[config.mk]
export PLATFORM = sky130hd
export DESIGN_NAME = tick_ctrl
export DESIGN_NICKNAME = d
export VERILOG_FILES = /design/src/rtl/tick_ctrl.sv
export SDC_FILE = /design/constraint.sdc
export NUM_CORES = 1
export LEC_CHECK = 0
export BUFFER_PORTS_ARGS = -buffer_cell sky130_fd_sc_hd__buf_2
export CORE_MARGIN = 2
export CORE_UTILIZATION = 30
export CTS_BUF_LIST = sky130_fd_sc_hd__clkbuf_8
export DETAILED_ROUTE_END_ITERATION = 6
export GPL_TIMING_DRIVEN = 0
export PLACE_DENSITY = 0.53
export SLEW_MARGIN = 20
export SYNTH_ARGS = -nofsm -noshare
export SYNTH_HDL_FRONTEND = slang
export SYNTH_SLANG_ARGS = --single-unit
[constraint.sdc]
create_clock -name clk -period 3.78 [get_ports clk]
set_input_delay 0.567 -clock clk [delete_from_list [all_inputs] [get_ports clk]]
set_output_delay 0.567 -clock clk [all_outputs]
set_load 0.01 [all_outputs]
[src/rtl/tick_ctrl.sv]
// tick_ctrl: debounced run/pause control that emits a one-cycle slow_clk enable every DIV cycles.
// Optional single-step button path is compiled only when TICK_CTRL_STEP_EN is defined.

module tick_ctrl_deb #(
  parameter int unsigned DEB = 500000
) (
  input  logic clk,
  input  logic reset,
  input  logic btn,
  output logic press
);
  localparam logic [23:0] DEB_M1 = 24'(DEB - 1);

  logic        sync_a;
  logic        sync_b;
  logic        level;
  logic        level_q;
  logic [23:0] cnt;

  always_ff @(posedge clk or posedge reset) begin
    if (reset) begin
      sync_a  <= 1'b0;
      sync_b  <= 1'b0;
      level   <= 1'b0;
      level_q <= 1'b0;
      cnt     <= '0;
    end else begin
      sync_a  <= btn;
      sync_b  <= sync_a;
      level_q <= level;
      // Level only moves after DEB consecutive cycles of disagreement.
      if (sync_b == level) begin
        cnt <= '0;
      end else if (cnt == DEB_M1) begin
        level <= sync_b;
        cnt   <= '0;
      end else begin
        cnt <= cnt + 24'd1;
      end
    end
  end

  assign press = level & ~level_q;
endmodule

module tick_ctrl #(
  parameter int unsigned DIV = 50000000,
  parameter int unsigned DEB = 500000
) (
  input  logic clk,
  input  logic reset,
  input  logic btn_run,
  input  logic btn_step,
  output logic slow_clk,
  output logic running
);
  typedef enum logic {PAUSED = 1'b0, RUNNING = 1'b1} state_t;

  localparam logic [31:0] DIV_M1 = DIV - 32'd1;

  state_t      state;
  logic [31:0] pre;
  logic        run_press;
  logic        step_press;

  tick_ctrl_deb #(.DEB(DEB)) u_run_deb (
    .clk   (clk),
    .reset (reset),
    .btn   (btn_run),
    .press (run_press)
  );

`ifdef TICK_CTRL_STEP_EN
  tick_ctrl_deb #(.DEB(DEB)) u_step_deb (
    .clk   (clk),
    .reset (reset),
    .btn   (btn_step),
    .press (step_press)
  );
`else
  logic unused_step;
  assign unused_step = btn_step;
  assign step_press  = 1'b0;
`endif

  always_ff @(posedge clk or posedge reset) begin
    if (reset) begin
      state    <= PAUSED;
      running  <= 1'b0;
      pre      <= '0;
      slow_clk <= 1'b0;
    end else begin
      slow_clk <= 1'b0;
      case (state)
        PAUSED: begin
          pre <= '0;
          // A coincident run press wins and the step is discarded.
          if (run_press) begin
            state   <= RUNNING;
            running <= 1'b1;
          end else if (step_press) begin
            slow_clk <= ~slow_clk;
          end
        end
        RUNNING: begin
          // Pausing on the terminal count suppresses that tick.
          if (run_press) begin
            state   <= PAUSED;
            running <= 1'b0;
            pre     <= '0;
          end else if (pre == DIV_M1) begin
            pre      <= '0;
            slow_clk <= ~slow_clk;
          end else begin
            pre <= pre + 32'd1;
          end
        end
      endcase
    end
  end
endmodule

==> impl_results.md, run 1 <==
* Mapped cell area at 3150 um^2
* Root Buffer: clkbuf_8
* Initial antenna violation count at 0
* Worst setup EP type: flop
* Largest stage delay on the critical path at 0.57 ns
* Minimum clock period after layout at 2.64 ns
* Vias per inst at 4.76
* FFs w/ async S/R, synth at 1.00
* Flop pwr share at 0.537
* Post-Layout Cell Count at 488
* Antenna diodes at 0
* Post-Route WL at 6080 um
* DRC at 0
* CP Class: flop to flop
* Worst slack at placement at 1.14 ns
* Top Ports at 6
* First-pass GRT wire length at 10800 um
* #FFs+latches synth at 63
* Fraction of the mapped netlist area in compound gates at 0.0437
* Die width at 106 um
* Syn avg cell area at 9.51 um^2
* Synth warn at 0
* Sw Share at 0.218
* Startpoint Class: flop
* Total setup buffers inserted after CTS at 0
* WL/cell at 12.5 um
* Final Setup Violations at 0
* Area grow syn2layout at 13.0%
* TritonCTS clock tree: done
* Cts hold-fix bufs at 0
* Reg clk slew, reported paths at 0.07 ns
* XOR/XNOR Fraction of Synth Area at 0.125
* Slew Limit Headroom at 0.343
* CP cell instances: or4_1 -> or4_1 -> or4_4 -> o21ai_4 -> buf_6 -> nor2_1
* Placed Cells at 472
* Share of total power in combinational logic at 0.021
* Count of different cell masters after synthesis at 37
* Worst path bufs/invs at 1
* DR pass1 iterations at 4
* Commonest non-fill, non-tap cells in the layout: nor2_1, dfrtp_1, xnor2_1
* Layout cells sized above 1 at 0.0938
* Synth top area cells: dfrtp_1, nor2_1, xnor2_1, xor2_1, nand4_1
* Die Area at 11300 um^2
* Largest net degree at the start of global routing at 42
* Routability Congestion at 0.786
* Fmax at 379 MHz
* Tcrit/Tclk final at 0.698
* Switching pwr at 0.276 mW
* Die Ht at 106 um
* EDFF count, synth at 0
* Fill cell count at 1034
* Crit path max fanout at 10
* P per Cell Area at 356 nW/um^2
* Vias in the first global route at 2263
* IO Port Bufs at 4
* Synthesized net count at 339
* Clock Path Buffers at 2
* Detailed Place HPWL at 4270 um
* Clk_skew at 0.00658 ns
* Leakage power at 1.40 nW
* Max cap viols at 0
* CP arrival at 2.88 ns
* ANT nets after route at 0
* Number of DRC markers in iteration 0 at 58
* Main combinational cell family by area after synthesis: simple AND/OR/NAND/NOR gates
* WP data required at 4.02 ns
* DR vias at 2322
* Critical-path top delay cell: or4_4
* GRT overflow at 0
* Clk sinks at 63
* Run status: finished clean
* Cell count after synthesis at 331
* Commonest non-fill, non-tap cell in the layout: nor2_1
* TritonCTS Buffers at 9
* Core area at 10200 um^2
* Mux contribution to synthesized area at 0.00358
* Cell taking the most area after synthesis: dfrtp_1
* Worst hold path class: primary input to async pin
* Clk_lat worst skew at 0.35 ns
* Final setup margin at 1.14 ns
* Top cell type's share of synthesized area at 0.501
* Final Hold Viols at 0
* Int Power at 0.991 mW
* # rows at 37
* CTS HTree Levels at 3
* Initial Util at 0.308
* Crit path max-delay family: simple AND/OR/NAND/NOR gates
* Synth Area in Simple Gates at 0.281
* Sequential area share after synthesis at 0.501
* Clock power frac at 0.441
* Slew Limit Fails at 0
* Top cell by count, worst path: or4_1
* Slew @ Worst Pin at 0.978 ns
* Peak VDD IR at 0.000222 V
* Final #Nets at 355
* Fin Setup TNS at 0 ns
* Resized Gates After CTS at 0
* Top_reg_cell synth: dfrtp_1
* Adder-cell area share of the yosys netlist at 0.0159
* Unrepaired setup endpoints after global routing: no
* GR Util All Layers at 0.121
* Reg2reg setup slack at 1.14 ns
[registers in the layout, summed over array words and instances (netlist names)]
name	cells
pre	32
running	1
slow_clk	1
state	1
u_run_deb.cnt	24
u_run_deb.level	1
u_run_deb.level_q	1
u_run_deb.sync_a	1
u_run_deb.sync_b	1
[cells by family after synthesis]
logic type / Yosys count
mux: 1
flops: 63
fa+ha+maj: 4
buf+inv: 21
compound gates: 18
xor+xnor: 45
simple gates: 179
[final timing paths]
check                                            from  depth (start not counted)                    endpoint
setup / recovery                    pre[11]$_DFF_PP0_                          6           pre[19]$_DFF_PP0_
hold / removal                                  reset                          2  u_run_deb.cnt[5]$_DFF_PP0_
setup reg to reg                    pre[11]$_DFF_PP0_                          6           pre[19]$_DFF_PP0_
hold reg to reg            u_run_deb.sync_a$_DFF_PP0_                          0  u_run_deb.sync_b$_DFF_PP0_
max in group asynchronous                       reset                          3           pre[29]$_DFF_PP0_
min in group clk                              btn_run                          1  u_run_deb.sync_a$_DFF_PP0_
[routing by layer]
layer | track usage | up-vias | wire length [um]
met4 | 0.0584 | 0 | 116
met2 | 0.183 | 21 | 2850
met1 | 0.158 | 1116 | 2940
met3 | 0.0374 | 9 | 175
li1 | - | 1176 | -
met5 | 0 | - | 0
[cell type report]
cell class / count / area (um^2) / share of cell area
clock buffer: 13 / 179 / 0.0503
clock inverter: 3 / 16.3 / 0.00458
timing repair buffer: 5 / 40.0 / 0.0113
inverter: 11 / 43.8 / 0.0123
buffer: 10 / 52.6 / 0.0148
tap: 136 / 170 / 0.0479
multi-input combinational: 247 / 1480 / 0.415
sequential: 63 / 1580 / 0.444
[stage by stage]
| step | area (um^2) | util | hold slack, ns | power, mW |
|---|---|---|---|---|
| 3_5_place_dp | 3360 | 0.328 | 0.336 | 0.722 |
| 5_1_grt | 3550 | 0.347 | 0.185 | 1.33 |
| 6_report | 3550 | 0.347 | 0.172 | 1.27 |
| 2_1_floorplan | 3150 | - | 0.331 | 0.711 |
| 3_3_place_gp | 3340 | 0.326 | 0.332 | 0.719 |
| 4_1_cts | 3550 | 0.347 | 0.164 | 1.30 |
[power groups by stage]
stage                     registers [mW]  clock network [mW]  logic, mW
after global routing               0.681               0.615     0.0324
after floorplan                    0.693                   0     0.0182
after detailed placement           0.693                   0     0.0285
after global placement             0.693                   0     0.0255
final                              0.681               0.559     0.0268
after CTS                          0.680               0.587     0.0288
[cells in the mapped netlist (8+ instances only)]
master	instances
and3_1	8
nand4_1	18
nor2_1	69
nand3_1	22
nor4_1	9
clkbuf_1	8
xor2_1	19
xnor2_1	26
nand2_1	17
nor3_1	15
dfrtp_1	63
inv_1	11
(Power assumes the default switching activity.)
==> inputs of run 2 (changes only) <==
PLACE_DENSITY = 0.55   (was 0.53)
clock period = 2.3 ns   (was 3.78 ns; I/O delays follow)
==> impl_results.md, run 2 (synthesized netlist as in run 1, its figures left out) <==
* Run status: complete, but fails checks
* Failing checks: setup timing
* Fin area at 3700 um^2 (+4.1%)
* Clk_skew at 0.0108 ns (+0.00424 ns)
* Final Hold Viols at 0 (unchanged)
* Final Total Pwr at 2.23 mW (+76%)
* Final hold slack at 0.105 ns (-0.0663 ns)
* Worst slack at placement at -0.268 ns (-1.41 ns)
* Die Ht at 106 um (unchanged)
* Top Ports at 6 (unchanged)
* Worst hold path class: primary input to flop
* Largest net degree at the start of global routing at 44 (+4.8%)
* Clk_lat worst skew at 0.35 ns (about the same)
* Cells on Worst Hold Path at 1
* Fin Setup TNS at -1.70 ns (-1.70 ns)
* Vias per inst at 4.75 (-0.11%)
* Leakage power at 1.47 nW (+5.4%)
* Area after DPL at 3370 um^2 (+0.22%)
* WP data required at 2.54 ns (-1.48 ns)
* Reg2reg setup slack at -0.08 ns (-1.22 ns)
* GRT overflow at 0 (unchanged)
* Endpoint, Worst Hold: u_run_deb.sync_a$_DFF_PP0_
* Biggest regs: pre x32, u_run_deb.cnt x24
* Slew Limit Headroom at 0.373 (+0.0299)
* IO Port Bufs at 4 (unchanged)
* Max cap viols at 0 (unchanged)
* Peak VDD IR at 0.000375 V (+69%)
* Routability Congestion at 0.806 (+2.5%)
* Crit path max fanout at 8 (-2)
* Biggest register: pre
* Post-Layout Cell Count at 498 (+2.0%)
* Util after Layout at 0.362 (+0.0143)
* Worst reg2reg startpoint: pre[11]$_DFF_PP0_
* Slew @ Worst Pin at 0.934 ns (-0.0445 ns)
* Final setup margin at -0.0763 ns (-1.22 ns)
* Initial Util at 0.308 (unchanged)
* Final Setup Violations at 26 (+26)
* Fmax at 421 MHz (+11%)
* Initial antenna violation count at 0 (unchanged)
* Worst setup EP type: flop
* DRC at 0 (unchanged)
* Clk sinks at 63 (unchanged)
* Share of total power in combinational logic at 0.021 (about the same)
* Fill cell count at 1027 (-0.68%)
* CP arrival at 2.61 ns (-0.27 ns)
* Sw Share at 0.210 (-0.00746)
* Placed Cells at 472 (unchanged)
* Reg area at 1580 um^2 (about the same)
* Unrepaired setup endpoints after global routing: yes
* DR pass1 iterations at 4 (unchanged)
* Die width at 106 um (unchanged)
* Die Area at 11300 um^2 (unchanged)
* Minimum clock period after layout at 2.38 ns (-0.263 ns)
* Multi-input gate area at 1480 um^2 (+0.42%)
* CP Class: flop to flop
* Clock Path Buffers at 2 (unchanged)
* Max reg flops at 32 (unchanged)
* Detailed Place HPWL at 4210 um (-1.3%)
* Flop pwr share at 0.501 (-0.036)
* WL/cell at 12.3 um (-1.0%)
* GR Util All Layers at 0.119 (-0.00202)
* Post-Route WL at 6140 um (+0.99%)
* TritonCTS Buffers at 9 (unchanged)
* Clock power frac at 0.478 (+0.037)
* Number of DRC markers in iteration 0 at 129 (+120%)
* Core area at 10200 um^2 (unchanged)
* P per Cell Area at 603 nW/um^2 (+69%)
* Layout cells sized above 1 at 0.130 (+0.0361)
* Critical-path top delay cell: or4_1
* Worst r2r path cells at 7 (+1)
* Vias in the first global route at 2339 (+3.4%)
* R2r endpoint: pre[0]$_DFF_PP0_
* Startpoint Class: flop
* Tcrit/Tclk final at 1.03 (+0.335)
* CP cell instances: or4_1 -> or4_4 -> or4_4 -> o21ai_4 -> buf_12 -> buf_6 -> nor2_1
* CTS HTree Levels at 3 (unchanged)
* # rows at 37 (unchanged)
* Slew Limit Fails at 0 (unchanged)
* Root Buffer: clkbuf_8
* Commonest non-fill, non-tap cell in the layout: nor2_1
* Antenna diodes at 0 (unchanged)
* Final #Nets at 365 (+2.8%)
* Area grow syn2layout at 17.6%
* Commonest non-fill, non-tap cells in the layout: nor2_1, dfrtp_1, xnor2_1
* Reg clk slew, reported paths at 0.07 ns (about the same)
* DR vias at 2367 (+1.9%)
* Switching pwr at 0.470 mW (+70%)
* Largest stage delay on the critical path at 0.50 ns (-0.07 ns)
* TritonCTS clock tree: done
* Int Power at 1.76 mW (+78%)
* Top cell by count, worst path: or4_4
* HP Start: btn_run
* First-pass GRT wire length at 10700 um (-1.3%)
* ANT nets after route at 0 (unchanged)
[run 2: what timing repair did]
action / 4_1_cts / 5_1_grt
setup endpoints to repair: 41 / 28
endpoints found under the hold margin: 20 / 0
hold buffers: 1 / 0
cloned: 2 / 0
pin swaps: 1 / 1
buffers inserted: 7 / 0
gates resized for setup: 8 / 2
[run 2: cell type report]
| class | count | share of cell area |
|---|---|---|
| inverters | 11 | 0.0118 |
| clock inverters | 6 | 0.0230 |
| well taps | 136 | 0.0460 |
| clock buffers | 10 | 0.0372 |
| multi-input cells | 247 | 0.401 |
| plain buffers | 10 | 0.0159 |
| repair buffers | 15 | 0.0392 |
| flip-flops and latches | 63 | 0.426 |
[run 2: worst max path at each step]
stage,startpoint,endpoint,depth (start not counted)
finish,pre[11]$_DFF_PP0_,pre[0]$_DFF_PP0_,7
global route,pre[11]$_DFF_PP0_,pre[17]$_DFF_PP0_,7
floorplan,pre[11]$_DFF_PP0_,pre[23]$_DFF_PP0_,6
detailed placement,pre[11]$_DFF_PP0_,pre[22]$_DFF_PP0_,6
CTS,pre[11]$_DFF_PP0_,pre[22]$_DFF_PP0_,7
global placement,reset,u_run_deb.level_q$_DFF_PP0_,2
[run 2: critical path: cells and delay by family, from the launching register on]
| kind | cells | cell delay [ns] |
|---|---|---|
| AOI/OAI and AO/OA | 1 | 0.16 |
| buffers and inverters | 2 | 0.27 |
| DFF | 1 | 0.40 |
| and+or+nand+nor | 4 | 1.43 |
[run 2: metal layers]
layer | GRT usage | part of all wire | vias to the layer above
met3 | 0.0300 | 0.029 | 8
li1 | - | - | 1196
met2 | 0.182 | 0.46 | 26
met1 | 0.156 | 0.50 | 1137
met4 | 0.0631 | 0.013 | 0
met5 | 0 | 0 | -
[run 2: power by group through the flow]
stage                     Combinational [mW]  Clock (mW)  Sequential, mW
final                                 0.0473        1.07            1.12
after global routing                  0.0562        1.15            1.12
after CTS                             0.0504        1.10            1.12
after detailed placement              0.0483           0            1.14
after global placement                0.0414           0            1.14
after floorplan                       0.0299           0            1.14
==> inputs of run 3 (changes only) <==
ABC_AREA = 1   (was not set)
==> impl_results.md, run 3 <==
* Die Area at 13400 um^2 (+19%)
* Multi-input gate area at 1920 um^2 (+30%)
* CTS HTree Levels at 3 (unchanged)
* Worst setup EP type: flop
* Clk_lat worst skew at 0.35 ns (about the same)
* Sequential area share after synthesis at 0.420 (-0.0811)
* DR vias at 3297 (+39%)
* EDFF count, synth at 0 (unchanged)
* Initial antenna violation count at 0 (unchanged)
* Area grow syn2layout at 11.6%
* Final Setup Violations at 0 (-100%)
* Final #Nets at 575 (+58%)
* Cell count after synthesis at 550 (+66%)
* Count leader, synth: nand2_1
* Post-Route WL at 8750 um (+42%)
* Layout cells sized above 1 at 0.0736 (-0.0563)
* Vias in the first global route at 3366 (+44%)
* DR pass1 iterations at 5 (+1)
* CP Class: flop to flop
* Number of DRC markers in iteration 0 at 213 (+65%)
* CP arrival at 2.04 ns (-0.57 ns)
* Initial Util at 0.310 (+0.00245)
* Synth warn at 0 (unchanged)
* Area after DPL at 4020 um^2 (+19%)
* Die Ht at 116 um (+8.9%)
* Crit path max-delay family: simple AND/OR/NAND/NOR gates
* Placed Cells at 723 (+53%)
* Tcrit/Tclk final at 0.787 (-0.247)
* GR Util All Layers at 0.150 (+0.0306)
* Detailed Place HPWL at 6690 um (+59%)
* Commonest non-fill, non-tap cell in the layout: nand2_1
* # rows at 40 (+8.1%)
* Top Ports at 6 (unchanged)
* Largest stage delay on the critical path at 0.45 ns (-0.05 ns)
* Top cell type's share of synthesized area at 0.420 (-0.0811)
* GRT overflow at 0 (unchanged)
* Core area at 12100 um^2 (+18%)
* Vias per inst at 4.46 (-6.1%)
* Fill cell count at 1349 (+31%)
* Final Hold Viols at 0 (unchanged)
* Worst hold path class: primary input to flop
* Minimum clock period after layout at 1.81 ns (-0.567 ns)
* FFs w/ async S/R, synth at 1.00 (unchanged)
* Biggest regs: pre x32, u_run_deb.cnt x24
* Top_reg_cell synth: dfrtp_1
* Peak VDD IR at 0.000256 V (-32%)
* CP cell instances: ha_1 -> nand3_2 -> inv_2 -> nand3_2 -> nor2_1 -> nand3_1 -> nand2_1 -> buf_6 -> buf_6 -> nor2_1
* Fin area at 4190 um^2 (+13%)
* Syn avg cell area at 6.83 um^2 (-28%)
* Run status: finished clean
* Max reg flops at 32 (unchanged)
* DRC at 0 (unchanged)
* Fin Setup TNS at 0 ns (+1.70 ns)
* Unrepaired setup endpoints after global routing: no
* Clk sinks at 63 (unchanged)
* TritonCTS clock tree: done
* Leakage power at 1.67 nW (+13%)
* P per Cell Area at 479 nW/um^2 (-21%)
* Clock Path Buffers at 2 (unchanged)
* Worst path bufs/invs at 3 (+1)
* Die width at 116 um (+8.9%)
* Biggest register: pre
* Synth top area cells: dfrtp_1, nand2_1, nor2_1, inv_1, nand3_1
* Post-Layout Cell Count at 739 (+48%)
* First-pass GRT wire length at 15600 um (+46%)
* WL/cell at 11.8 um (-4.0%)
* Top post-synthesis cells by count: nand2_1, nor2_1, dfrtp_1
* Cell taking the most area after synthesis: dfrtp_1
* Max cap viols at 0 (unchanged)
* Startpoint Class: flop
* IO Port Bufs at 4 (unchanged)
* TritonCTS Buffers at 9 (unchanged)
* Commonest non-fill, non-tap cells in the layout: nand2_1, nor2_1, dfrtp_1
* Slew Limit Headroom at 0.676 (+0.303)
* Critical-path top delay cell: dfrtp_1
* Mapped cell area at 3750 um^2 (+19%)
* Routability Congestion at 0.866 (+7.4%)
* Reg area at 1580 um^2 (about the same)
* Slew Limit Fails at 0 (unchanged)
* Largest net degree at the start of global routing at 47 (+6.8%)
* Crit path max fanout at 10 (+2)
* Root Buffer: clkbuf_8
* ANT nets after route at 0 (unchanged)
* Clk_skew at 0.0126 ns (+0.00174 ns)
* Fmax at 553 MHz (+31%)
* #FFs+latches synth at 63 (unchanged)
* Synthesized net count at 558 (+65%)
* Slew @ Worst Pin at 0.486 ns (-0.448 ns)
* Count of different cell masters after synthesis at 27 (-27%)
* Antenna diodes at 0 (unchanged)
* WP data required at 2.53 ns (about the same)
* Reg clk slew, reported paths at 0.07 ns (about the same)
==> run 3: cell types whose count changed after synthesis, sizes merged, moves of 6 or more <==
cell	before	now
xnor2	26	9
clkbuf	8	0
and3	8	0
inv	11	59
xor2	19	13
nor4	9	0
nand4	18	6
nor3	15	9
nand2	17	171
nand3	22	39
nor2	69	156
==> run 3: repair_timing <==
action | in CTS | in global routing
hold endpoints to repair | 17 | 0
gates resized for setup | 0 | 0
hold buffers | 1 | 0
buffers inserted | 0 | 0
==> run 3: area by class of cell <==
class	instances	share of cell area
buffer	5	0.00866
clock buffer	10	0.0329
clock inverter	5	0.00627
inverter	59	0.0535
multi-input combinational	423	0.458
sequential	63	0.376
tap	168	0.0502
timing repair buffer	6	0.0137
==> run 3: worst paths after layout <==
path | end | slack (ns) | startpoint | cells after the start
worst min register to register | u_run_deb.sync_b$_DFF_PP0_ | 0.35 | u_run_deb.sync_a$_DFF_PP0_ | 0
worst max-delay path | pre[17]$_DFF_PP0_ | 0.49 | pre[0]$_DFF_PP0_ | 10
worst max register to register | pre[17]$_DFF_PP0_ | 0.49 | pre[0]$_DFF_PP0_ | 10
max in group asynchronous | u_run_deb.cnt[13]$_DFF_PP0_ | 1.30 | reset | 4
worst min-delay path | u_run_deb.sync_a$_DFF_PP0_ | 0.11 | btn_run | 1
min in group asynchronous | running$_DFFE_PP0P_ | 0.49 | reset | 3
==> run 3: per-stage QoR <==
stage / hold WS, ns / setup slack [ns] / utilization / total power [mW]
final: 0.107 / 0.491 / 0.346 / 2.01
after detailed placement: 0.312 / 0.503 / 0.332 / 1.19
after CTS: 0.0857 / 0.492 / 0.346 / 2.06
after global placement: 0.334 / -0.512 / 0.329 / 1.18
after global routing: 0.0886 / 0.334 / 0.346 / 2.11
after floorplan: 0.331 / 0.385 / - / 1.17
==> run 3: layer usage <==
layer	part of all wire	track usage	up-vias	routed length [um]
met2	0.48	0.253	47	4210
met5	0	0	-	0
met3	0.030	0.0366	17	261
met4	0.025	0.0635	0	216
met1	0.46	0.183	1520	4070
li1	-	-	1713	-
==> run 3: worst reg2reg max path, cell delays in order (launching register included) <==
cell and delay (ns):
dfrtp_1 0.45, ha_1 0.24, nand3_2 0.11, inv_2 0.15, nand3_2 0.10, nor2_1 0.10, nand3_1 0.08, nand2_1 0.09
buf_6 0.17, buf_6 0.17, nor2_1 0.05
==> run 3: power by group <==
part           switching, mW  internal, mW
clock network          0.433         0.404
registers            0.00597          1.11
logic                 0.0369        0.0137
==> run 3: kinds of logic (layout without fill, tap and decap cells) <==
group | count (synthesis) | count (layout) | share of synthesized area
xor gates and xnor gates | 22 | 22 | 0.0513
DFF | 63 | 63 | 0.420
AOI/OAI and AO/OA | 10 | 10 | 0.0153
buffers and inverters | 64 | 85 | 0.0686
adders and majority gates | 4 | 4 | 0.0133
and+or+nand+nor | 387 | 387 | 0.432
